File: config.mk
export PLATFORM = sky130hd
export DESIGN_NAME = ecc_modarith_unit_flat
export DESIGN_NICKNAME = d
export VERILOG_FILES = /design/src/rtl/ecc_modarith_if.sv /design/src/rtl/ecc_modarith_unit.sv /design/src/flat_wrapper.sv
export SDC_FILE = /design/constraint.sdc
export NUM_CORES = 1
export LEC_CHECK = 0
export BUFFER_PORTS_ARGS = -buffer_cell sky130_fd_sc_hd__buf_2
export CORE_MARGIN = 2
export CORE_UTILIZATION = 55
export DETAILED_ROUTE_END_ITERATION = 10
export PLACE_DENSITY = 0.75
export SETUP_SLACK_MARGIN = 0.15
export SLEW_MARGIN = 20
export SYNTH_ARGS = -nofsm -noshare
export SYNTH_HDL_FRONTEND = slang
export SYNTH_SLANG_ARGS = --single-unit
export TNS_END_PERCENT = 10
File: constraint.sdc
create_clock -name clk_i -period 29.8 [get_ports clk_i]
set_input_delay 4.47 -clock clk_i [delete_from_list [all_inputs] [get_ports clk_i]]
set_output_delay 4.47 -clock clk_i [all_outputs]
set_load 0.005 [all_outputs]
File: src/rtl/ecc_modarith_if.sv
// Request/response bus for the modular-arithmetic unit.
// slave = the unit, master = whatever issues instructions to it.
interface ecc_modarith_if #(
    parameter int WIDTH    = 64,
    parameter int ID_WIDTH = 3
);
    logic                req_valid_i;
    logic                req_ready_o;
    logic [1:0]          req_op_i;
    logic [WIDTH-1:0]    req_a_i;
    logic [WIDTH-1:0]    req_b_i;
    logic [ID_WIDTH-1:0] req_id_i;
    logic [4:0]          req_rd_i;
    logic                kill_i;
    logic [ID_WIDTH-1:0] kill_id_i;
    logic                resp_valid_o;
    logic                resp_ready_i;
    logic [WIDTH-1:0]    resp_data_o;
    logic [ID_WIDTH-1:0] resp_id_o;
    logic [4:0]          resp_rd_o;
    logic                resp_we_o;
    logic                resp_err_o;
    logic [WIDTH-1:0]    modulo_o;
    logic                busy_o;

    modport slave (
        input  req_valid_i, req_op_i, req_a_i, req_b_i, req_id_i, req_rd_i,
        input  kill_i, kill_id_i, resp_ready_i,
        output req_ready_o, resp_valid_o, resp_data_o, resp_id_o, resp_rd_o,
        output resp_we_o, resp_err_o, modulo_o, busy_o
    );

    modport master (
        output req_valid_i, req_op_i, req_a_i, req_b_i, req_id_i, req_rd_i,
        output kill_i, kill_id_i, resp_ready_i,
        input  req_ready_o, resp_valid_o, resp_data_o, resp_id_o, resp_rd_o,
        input  resp_we_o, resp_err_o, modulo_o, busy_o
    );
endinterface

File: src/rtl/ecc_modarith_unit.sv
// Modular add/sub unit with a programmable modulus; one instruction in flight,
// killable by id until its response is taken.
module ecc_modarith_unit #(
    parameter int WIDTH    = 64,
    parameter int ID_WIDTH = 3
) (
    input  logic           clk_i,
    input  logic           rst_i,
    ecc_modarith_if.slave  bus
);
    localparam logic [1:0] OP_ADD = 2'b00;
    localparam logic [1:0] OP_SUB = 2'b01;
    localparam logic [1:0] OP_SET = 2'b10;
    localparam logic [1:0] OP_GET = 2'b11;

    typedef enum logic [1:0] {IDLE, COMPUTE, ADJUST, DONE} state_t;

    state_t              state_q;
    logic [1:0]          op_q;
    logic [WIDTH-1:0]    a_q, b_q, mod_q;
    logic [ID_WIDTH-1:0] id_q;
    logic [4:0]          rd_q;
    logic [WIDTH:0]      raw_q, raw_d;
    logic [WIDTH-1:0]    adj_d;
    logic                err_q;
    logic                kill_hit;
    logic                resp_valid_q, resp_we_q, resp_err_q;
    logic [WIDTH-1:0]    resp_data_q;
    logic [ID_WIDTH-1:0] resp_id_q;
    logic [4:0]          resp_rd_q;

    // raw_q[WIDTH] is the carry for ADD and the borrow (a < b) for SUB.
    always_comb begin
        raw_d = {1'b0, a_q} + {1'b0, b_q};
        if (op_q == OP_SUB)
            raw_d = {1'b0, a_q} - {1'b0, b_q};
        adj_d = raw_q[WIDTH-1:0];
        if (op_q == OP_ADD) begin
            if (raw_q >= {1'b0, mod_q})
                adj_d = raw_q[WIDTH-1:0] - mod_q;
        end else if (raw_q[WIDTH]) begin
            adj_d = raw_q[WIDTH-1:0] + mod_q;
        end
    end

    assign kill_hit = bus.kill_i && (bus.kill_id_i == id_q) && (state_q != IDLE);

    always_ff @(posedge clk_i or posedge rst_i) begin
        if (rst_i) begin
            state_q      <= IDLE;
            op_q         <= '0;
            a_q          <= '0;
            b_q          <= '0;
            mod_q        <= '0;
            id_q         <= '0;
            rd_q         <= '0;
            raw_q        <= '0;
            err_q        <= 1'b0;
            resp_valid_q <= 1'b0;
            resp_we_q    <= 1'b0;
            resp_err_q   <= 1'b0;
            resp_data_q  <= '0;
            resp_id_q    <= '0;
            resp_rd_q    <= '0;
        end else begin
            case (state_q)
                IDLE: begin
                    if (bus.req_valid_i) begin
                        op_q <= bus.req_op_i;
                        a_q  <= bus.req_a_i;
                        b_q  <= bus.req_b_i;
                        id_q <= bus.req_id_i;
                        rd_q <= bus.req_rd_i;
                        if (bus.req_op_i[1]) begin
                            state_q      <= DONE;
                            resp_valid_q <= 1'b1;
                            resp_id_q    <= bus.req_id_i;
                            resp_rd_q    <= bus.req_rd_i;
                            resp_we_q    <= (bus.req_op_i == OP_GET);
                            resp_err_q   <= 1'b0;
                            resp_data_q  <= (bus.req_op_i == OP_GET) ? mod_q : '0;
                        end else begin
                            state_q <= COMPUTE;
                        end
                    end
                end
                COMPUTE: begin
                    if (kill_hit) begin
                        state_q <= IDLE;
                    end else begin
                        raw_q   <= raw_d;
                        err_q   <= (mod_q == '0);
                        state_q <= ADJUST;
                    end
                end
                ADJUST: begin
                    if (kill_hit) begin
                        state_q <= IDLE;
                    end else begin
                        state_q      <= DONE;
                        resp_valid_q <= 1'b1;
                        resp_id_q    <= id_q;
                        resp_rd_q    <= rd_q;
                        resp_we_q    <= !err_q;
                        resp_err_q   <= err_q;
                        resp_data_q  <= err_q ? '0 : adj_d;
                    end
                end
                DONE: begin
                    // Kill wins over a same-cycle handshake, so no modulus write either.
                    if (kill_hit || bus.resp_ready_i) begin
                        if (!kill_hit && op_q == OP_SET)
                            mod_q <= a_q;
                        state_q      <= IDLE;
                        resp_valid_q <= 1'b0;
                        resp_we_q    <= 1'b0;
                        resp_err_q   <= 1'b0;
                        resp_data_q  <= '0;
                        resp_id_q    <= '0;
                        resp_rd_q    <= '0;
                    end
                end
                default: state_q <= IDLE;
            endcase
        end
    end

    assign bus.req_ready_o  = (state_q == IDLE);
    assign bus.busy_o       = (state_q != IDLE);
    assign bus.resp_valid_o = resp_valid_q;
    assign bus.resp_we_o    = resp_we_q;
    assign bus.resp_err_o   = resp_err_q;
    assign bus.resp_data_o  = resp_data_q;
    assign bus.resp_id_o    = resp_id_q;
    assign bus.resp_rd_o    = resp_rd_q;
    assign bus.modulo_o     = mod_q;
endmodule

File: src/flat_wrapper.sv
// flat-port wrapper written by rule: the top's interface ports become plain ports
module ecc_modarith_unit_flat 
#(
    parameter int WIDTH    = 64,
    parameter int ID_WIDTH = 3
)
  (clk_i, rst_i, bus_req_valid_i, bus_req_op_i, bus_req_a_i, bus_req_b_i, bus_req_id_i, bus_req_rd_i, bus_kill_i, bus_kill_id_i, bus_resp_ready_i, bus_req_ready_o, bus_resp_valid_o, bus_resp_data_o, bus_resp_id_o, bus_resp_rd_o, bus_resp_we_o, bus_resp_err_o, bus_modulo_o, bus_busy_o);
  ecc_modarith_if #(.WIDTH(WIDTH), .ID_WIDTH(ID_WIDTH)) bus_i ();
  input  logic clk_i;
  input  logic rst_i;
  input wire logic [$bits(bus_i.req_valid_i)-1:0] bus_req_valid_i;
  input wire logic [$bits(bus_i.req_op_i)-1:0] bus_req_op_i;
  input wire logic [$bits(bus_i.req_a_i)-1:0] bus_req_a_i;
  input wire logic [$bits(bus_i.req_b_i)-1:0] bus_req_b_i;
  input wire logic [$bits(bus_i.req_id_i)-1:0] bus_req_id_i;
  input wire logic [$bits(bus_i.req_rd_i)-1:0] bus_req_rd_i;
  input wire logic [$bits(bus_i.kill_i)-1:0] bus_kill_i;
  input wire logic [$bits(bus_i.kill_id_i)-1:0] bus_kill_id_i;
  input wire logic [$bits(bus_i.resp_ready_i)-1:0] bus_resp_ready_i;
  output wire logic [$bits(bus_i.req_ready_o)-1:0] bus_req_ready_o;
  output wire logic [$bits(bus_i.resp_valid_o)-1:0] bus_resp_valid_o;
  output wire logic [$bits(bus_i.resp_data_o)-1:0] bus_resp_data_o;
  output wire logic [$bits(bus_i.resp_id_o)-1:0] bus_resp_id_o;
  output wire logic [$bits(bus_i.resp_rd_o)-1:0] bus_resp_rd_o;
  output wire logic [$bits(bus_i.resp_we_o)-1:0] bus_resp_we_o;
  output wire logic [$bits(bus_i.resp_err_o)-1:0] bus_resp_err_o;
  output wire logic [$bits(bus_i.modulo_o)-1:0] bus_modulo_o;
  output wire logic [$bits(bus_i.busy_o)-1:0] bus_busy_o;
  assign bus_i.req_valid_i = bus_req_valid_i;
  assign bus_i.req_op_i = bus_req_op_i;
  assign bus_i.req_a_i = bus_req_a_i;
  assign bus_i.req_b_i = bus_req_b_i;
  assign bus_i.req_id_i = bus_req_id_i;
  assign bus_i.req_rd_i = bus_req_rd_i;
  assign bus_i.kill_i = bus_kill_i;
  assign bus_i.kill_id_i = bus_kill_id_i;
  assign bus_i.resp_ready_i = bus_resp_ready_i;
  assign bus_req_ready_o = bus_i.req_ready_o;
  assign bus_resp_valid_o = bus_i.resp_valid_o;
  assign bus_resp_data_o = bus_i.resp_data_o;
  assign bus_resp_id_o = bus_i.resp_id_o;
  assign bus_resp_rd_o = bus_i.resp_rd_o;
  assign bus_resp_we_o = bus_i.resp_we_o;
  assign bus_resp_err_o = bus_i.resp_err_o;
  assign bus_modulo_o = bus_i.modulo_o;
  assign bus_busy_o = bus_i.busy_o;
  ecc_modarith_unit #(.WIDTH(WIDTH), .ID_WIDTH(ID_WIDTH)) u_core (.clk_i(clk_i), .rst_i(rst_i), .bus(bus_i));
endmodule
==> results.md, run 1 <==
- Area delta synth->final: 11.6%
- Instance count along the most critical hold path: 2
- Share of synthesized registers carrying an async set or reset: 100%
- Weighted congestion reported at the end of routability-driven placement: 1.01
- Cell area after synthesis: 0.0269 mm^2
- Width of the chip: 225 um
- Setup repair after global routing missed its margin: false
- Library cell with the highest instance count after synthesis: sky130_fd_sc_hd__dfrtp_1
- TritonCTS clock tree: done
- Die area: 0.0507 mm^2
- Primary FF master, synth: sky130_fd_sc_hd__dfrtp_1
- Total negative setup slack: 0 ps
- Std-Cell Core Area: 0.0486 mm^2
- Sequential cell area fraction in the yosys report: 32.1%
- Required @ worst endpoint: 30300 ps
- Initial core utilization: 55.3%
- # IOs: 287
- Overall routing resource usage: 40.5%
- Stage delay of the slowest cell on the critical path: 870 ps
- Number of global-route vias before repair: 25672
- Cell with the largest stage delay on the worst path: sky130_fd_sc_hd__nor2_4
- Relative slew slack: 18.8%
- Outcome: finished clean
- Number of enable flip-flop cells after synthesis: 0
- Num rows: 81
- Number of hold-slack violations in the final timing report: 0
- Remaining antenna violation count: 0
- Least-Margin Pin Slew: 1200 ps
- Crit Path Category: in2reg
- HPWL reported at the end of detailed placement: 79000 um
- Leading post-synthesis cells by instance count: 345 x sky130_fd_sc_hd__dfrtp_1, 338 x sky130_fd_sc_hd__a21oi_1, 307 x sky130_fd_sc_hd__nand2_1, 274 x sky130_fd_sc_hd__o21ai_0, 252 x sky130_fd_sc_hd__nor2_1
- Y dimension of the die: 225 um
- Min cycle time layout: 6830 ps
- Delay-heaviest family, CP: simple AND/OR/NAND/NOR gates
- Max-cap viol count: 0
- Number of cells upsized or downsized after cts: 0
- Final setup vio count: 0
- Global-route congestion overflow total: 0
- Average routed wire per standard cell: 25.8 um
- H-tree levels: 2
- Drt pass-1 iters: 8
- Startpoint Class: input pin
- Buf/Inv on CP: 1
- Clock buffers created by TritonCTS: 42
- Library cells used by synthesis: 95
- Final period util: 22.9%
- Largest area contributor in the netlist: sky130_fd_sc_hd__dfrtp_1
- Number of design rule violations left after detail routing: 0
- Post-Route WL: 105000 um
- Layout Nets: 3737
- Synthesized netlist net count: 3564
- Flip-flop and latch count after synthesis: 345
- Achievable frequency: 146 MHz
- Crit end category: flip-flop
- Maximum number of pins on one net before global-route repair: 81
- Worst-case reg-to-reg path depth: 21
- Mean number of vias per cell: 6.70
- Clock insertion delay at the later pin of the skew report: 590 ps
- Total of hold buffers inserted after clock tree synthesis: 0
- Cell count after synthesis: 3223
- Clock-pin slew of the registers on the worst-case setup and hold paths: 60 ps
- Clock Sinks: 345
- Cell-by-cell listing of the critical path: buf_2 -> xnor2_1 -> nand4_1 -> nand2_1 -> o221ai_4 -> nor2_4 -> o21ai_0 -> a2111o_1 -> o211ai_1
- Filler cells: 4223
- Crit. path cell count: 9
- Via count of the routed design: 27123
- Path category of the worst min-delay check: reg2reg
- Final-report max-slew violation count: 0
- Biggest area contributors in the synthesized netlist: sky130_fd_sc_hd__dfrtp_1 32%, sky130_fd_sc_hd__ha_1 8.9%, sky130_fd_sc_hd__a21oi_1 6.3%, sky130_fd_sc_hd__mux2_2 5.5%, sky130_fd_sc_hd__o21ai_0 5.1%
- Worst clock skew on the final layout: 25.1 ps
- Clock Tree Root: sky130_fd_sc_hd__clkbuf_16
- Number of warnings issued by yosys: 0
- Mean post-synth cell area: 8.34 um^2
- Yosys top cell area share: 32.1%
- Max Buffers Root-to-Sink: 3
- Global-route wire length before repair: 156000 um
- Antenna violations before repair: 1
- Highest net fanout along the worst path: 28
- Layout cell share with drive strength beyond 1: 16.5%
- Number of buffers inserted to repair setup after CTS: 0
- DRC marker count from the first detailed-route iteration: 3713
- Crit path arrival time: 7330 ps
- Count of input and output buffers: 286
[final timing paths]
check | slack, ps | endpoint | startpoint
max | 22970 | u_core.bus.resp_data_o[63] | bus_kill_id_i[1]
min | 480 | u_core.bus.resp_we_o | u_core.bus.resp_we_o
max reg2reg | 23590 | u_core.raw_q[59] | u_core.b_q[0]
min reg2reg | 480 | u_core.bus.resp_we_o | u_core.bus.resp_we_o
max in group asynchronous | 24580 | u_core.bus.modulo_o[53] | rst_i
min in group asynchronous | 3910 | u_core.b_q[7] | rst_i
[tightest hold or removal path, delay by kind of cell, from the launching register on]
kind | cells | cell delay (ps)
flip-flops | 1 | 350
AND/OR/NAND/NOR | 2 | 100
[per-stage QoR]
step	utilization [%]	area, um^2	hold WS [ps]	cells	setup slack [ps]
final	61.7	30000	484	4049	22970
after CTS	61.7	30000	479	4047	23070
after global placement	58.7	28600	461	3973	22520
after floorplan	-	26900	463	3223	15760
after global routing	61.7	30000	509	4048	22860
after detailed placement	58.8	28600	467	3973	22460
[final cells by class]
class                      instances  area [um^2]  area share (%)
inverter                         163          619            2.06
timing repair buffer             309         1620            5.41
multi-input combinational       2535        17000            56.5
clock inverter                    20          243           0.809
sequential                       345         8630            28.8
tap                              622          778            2.59
antenna                            1         2.50         0.00834
clock buffer                      54         1170            3.88
[logic make-up after synthesis]
| logic type | count (synthesis) | share of synthesized area, % |
|---|---|---|
| xor+xnor | 183 | 5.96 |
| simple gates | 909 | 15.7 |
| flops | 345 | 32.1 |
| mux | 141 | 5.86 |
| buf+inv | 343 | 5.11 |
| compound gates | 1107 | 26.1 |
| fa+ha+maj | 195 | 9.16 |
[per-layer routing]
layer  up-vias  share of wire, %  wire length [um]  GRT usage, %
met5         -            0.0077                 8             0
met4         2               3.9              4110          14.2
met3       289                12             12500          10.8
met2      1674                41             43000          58.9
met1     13093                43             44900          58.0
li1      12065                 -                 -             -
[sequential cells by signal, summed over array words and instances, names as in the netlist]
signal                   count
u_core.a_q                  64
u_core.b_q                  64
u_core.bus.modulo_o         64
u_core.bus.resp_data_o      64
u_core.bus.resp_err_o        1
u_core.bus.resp_id_o         3
u_core.bus.resp_rd_o         5
u_core.bus.resp_valid_o      1
u_core.bus.resp_we_o         1
u_core.err_q                 1
u_core.id_q                  3
u_core.op_q                  2
u_core.raw_q                65
u_core.rd_q                  5
u_core.state_q               2
[layout by cell type (no fill, tap or decap), types with 132 or more instances in the layout]
| cell | instances |
|---|---|
| sky130_fd_sc_hd__a21oi_1 | 338 |
| sky130_fd_sc_hd__o21ai_0 | 274 |
| sky130_fd_sc_hd__mux2_2 | 132 |
| sky130_fd_sc_hd__dfrtp_1 | 345 |
| sky130_fd_sc_hd__buf_2 | 286 |
| sky130_fd_sc_hd__ha_1 | 192 |
| sky130_fd_sc_hd__nand2_1 | 305 |
| sky130_fd_sc_hd__inv_1 | 158 |
| sky130_fd_sc_hd__xnor2_1 | 132 |
| sky130_fd_sc_hd__nor2_1 | 250 |
Power of run 1 is not shown: default switching activity piles up to over one toggle a cycle in this logic, so the estimate is an artifact.
==> run 2, diff against run 1 <==
--- a/config.mk
+++ b/config.mk
@@ -9,7 +9,7 @@
 export CORE_MARGIN = 2
 export CORE_UTILIZATION = 55
 export DETAILED_ROUTE_END_ITERATION = 10
-export PLACE_DENSITY = 0.75
+export PLACE_DENSITY = 0.78
 export SETUP_SLACK_MARGIN = 0.15
 export SLEW_MARGIN = 20
 export SYNTH_ARGS = -nofsm -noshare
==> constraint.sdc (replaced) <==
create_clock -name clk_i -period 5.55 [get_ports clk_i]
set_input_delay 0.8325 -clock clk_i [delete_from_list [all_inputs] [get_ports clk_i]]
set_output_delay 0.8325 -clock clk_i [all_outputs]
set_load 0.005 [all_outputs]
==> run 2 against run 1 <==
Net effect:
- final cell count grew 0.54%
- count of clock-buffer cells in the layout is the same
- non-clock buffer count is 31 higher
- worst setup slack got worse by 22000 ps
- global-route usage down 3.0 points
- wire length fell by 8.1%
- register-to-register slack worse by 23000 ps
- highest routed layer is now met4
==> results.md, run 2 (synthesis results as in run 1) <==
- Num rows: 81 (unchanged)
- Final design instance area without fill: 0.0300 mm^2 (about the same)
- Total negative setup slack: 0 ps (unchanged)
- Highest net fanout along the worst path: 7 (-75%)
- Number of design rule violations left after detail routing: 0 (unchanged)
- Std-Cell Core Area: 0.0486 mm^2 (unchanged)
- Remaining antenna violation count: 0 (unchanged)
- Commonest non-fill, non-tap cell in the layout: sky130_fd_sc_hd__dfrtp_1
- Final worst hold slack: 439 ps (-45.3 ps)
- Final period util: 90.1%
- Path category of the worst min-delay check: in2async
- Maximum number of pins on one net before global-route repair: 137 (+69%)
- Crit end category: flip-flop
- Drt pass-1 iters: 8 (unchanged)
- Commonest non-fill, non-tap cells in the layout: 345 x sky130_fd_sc_hd__dfrtp_1, 338 x sky130_fd_sc_hd__a21oi_1, 306 x sky130_fd_sc_hd__nand2_1
- DRC marker count from the first detailed-route iteration: 3332 (-10%)
- Total of hold buffers inserted after clock tree synthesis: 0 (unchanged)
- Clock Tree Root: sky130_fd_sc_hd__clkbuf_16
- Outcome: finished clean
- Achievable frequency: 200 MHz
- Weighted congestion reported at the end of routability-driven placement: 1.04 (+2.6%)
- Final setup vio count: 0 (unchanged)
- Count of input and output buffers: 286 (unchanged)
- Worst clock skew on the final layout: 19.0 ps (-6.08 ps)
- Initial core utilization: 55.3% (unchanged)
- Crit Path Category: reg2reg
- Max Buffers Root-to-Sink: 3 (unchanged)
- Number of hold-slack violations in the final timing report: 0 (unchanged)
- Layout cell share with drive strength beyond 1: 16.9% (+0.45 points)
- Required @ worst endpoint: 6000 ps (-24300 ps)
- Placement-stage cell area: 0.0288 mm^2 (+0.92%)
- Register bank with the most flops: u_core.raw_q
- Mean number of vias per cell: 6.45 (-3.7%)
- Relative slew slack: 31.2% (+12 points)
- Area delta synth->final: 11.7% (about the same)
- Clock insertion delay at the later pin of the skew report: 580 ps (about the same)
- Via count of the routed design: 26265 (-3.2%)
- H-tree levels: 2 (unchanged)
- Width of the chip: 225 um (unchanged)
- Crit path arrival time: 5450 ps (-1880 ps)
- Final-report max-slew violation count: 0 (unchanged)
- Layout Nets: 3763 (+0.70%)
- Y dimension of the die: 225 um (unchanged)
- Overall routing resource usage: 37.6% (-3.0 points)
- Flip-flop count of the largest register, all copies and words added: 65 (unchanged)
- # IOs: 287 (unchanged)
- Die area: 0.0507 mm^2 (unchanged)
- Global-route congestion overflow total: 0 (unchanged)
- Average routed wire per standard cell: 23.6 um (-8.6%)
- Clock Sinks: 345 (unchanged)
- Setup repair after global routing missed its margin: true
- TritonCTS clock tree: done
- Startpoint Class: flip-flop
- Least-Margin Pin Slew: 1030 ps (-168 ps)
- Clock buffers created by TritonCTS: 37 (-12%)
- Post-Route WL: 96100 um (-8.1%)
- Number of global-route vias before repair: 24582 (-4.2%)
- Global-route wire length before repair: 146000 um (-6.5%)
- Min cycle time layout: 5000 ps
- Max-cap viol count: 0 (unchanged)
- HPWL reported at the end of detailed placement: 73500 um (-7.0%)
- Number of buffers inserted to repair setup after CTS: 0 (unchanged)
- Clock-pin slew of the registers on the worst-case setup and hold paths: 60 ps (about the same)
- Antenna violations before repair: 1 (unchanged)
run 2: cell count changes in the layout (fill, tap and decap cells not counted), moves of 2 or more:
cell	change
sky130_fd_sc_hd__nor2_2	+2
sky130_fd_sc_hd__clkbuf_1	+3
sky130_fd_sc_hd__clkbuf_16	-5
sky130_fd_sc_hd__buf_12	+3
sky130_fd_sc_hd__clkbuf_8	+2
sky130_fd_sc_hd__bufinv_16	-3
sky130_fd_sc_hd__clkinv_2	-5
sky130_fd_sc_hd__buf_4	+29
run 2: path summary, 6_finish.rpt:
path	cells past startpoint	to	from	slack, ps
min	2	u_core.b_q[7]	rst_i	440
min reg2reg	2	u_core.bus.resp_we_o	u_core.bus.resp_we_o	460
max reg2reg	21	u_core.raw_q[64]	u_core.b_q[2]	550
max in group asynchronous	3	u_core.b_q[57]	rst_i	3830
max	21	u_core.raw_q[64]	u_core.b_q[2]	550
min in group clk_i	2	u_core.bus.resp_we_o	u_core.bus.resp_we_o	460
run 2: repair_timing:
item | CTS | global route
hold endpoints to repair | 0 | 0
resized for setup | 0 | 2
setup endpoints to repair | 0 | 6
run 2: cell type report:
class	count	area [um^2]
flip-flops and latches	345	8630
well taps	622	778
clock inverters	11	100
multi-input cells	2535	17000
fillers	4367	18600
diodes	1	2.50
clock buffers	54	1080
inverters	163	616
repair buffers	340	1870
run 2: layer usage:
metal,track usage (%),part of all wire (%),up-vias
met3,11.0,12,216
met4,12.9,3.6,0
met5,0,0,-
met2,52.6,40,1416
li1,-,-,12118
met1,54.9,44,12515
run 2: critical path, stage by stage, from the launching register on:
cell,delay (ps)
sky130_fd_sc_hd__dfrtp_1,430
sky130_fd_sc_hd__nor3_1,300
sky130_fd_sc_hd__nand2b_1,150
sky130_fd_sc_hd__nor3_1,250
sky130_fd_sc_hd__and3_1,260
sky130_fd_sc_hd__and2_1,250
sky130_fd_sc_hd__nand2_1,230
sky130_fd_sc_hd__nor3_4,320
sky130_fd_sc_hd__nand2_1,130
sky130_fd_sc_hd__o41ai_1,320
sky130_fd_sc_hd__xor2_1,110
sky130_fd_sc_hd__ha_1,390
sky130_fd_sc_hd__a21o_1,210
sky130_fd_sc_hd__a21o_1,170
sky130_fd_sc_hd__a21oi_1,200
sky130_fd_sc_hd__o221a_2,240
sky130_fd_sc_hd__o31ai_1,90
sky130_fd_sc_hd__a21oi_1,150
sky130_fd_sc_hd__o21ai_0,120
sky130_fd_sc_hd__or3_1,350
sky130_fd_sc_hd__mux2i_1,140
sky130_fd_sc_hd__a21oi_1,50
run 2: through the flow:
step	utilization [%]	instances	setup slack [ps]
after floorplan	-	3223	101
after global placement	59.3	4005	612
after detailed placement	59.3	4005	546
after CTS	61.7	4070	513
after global routing	61.7	4070	60.0
final	61.8	4071	551
Power of run 2 is left out for the same reason.
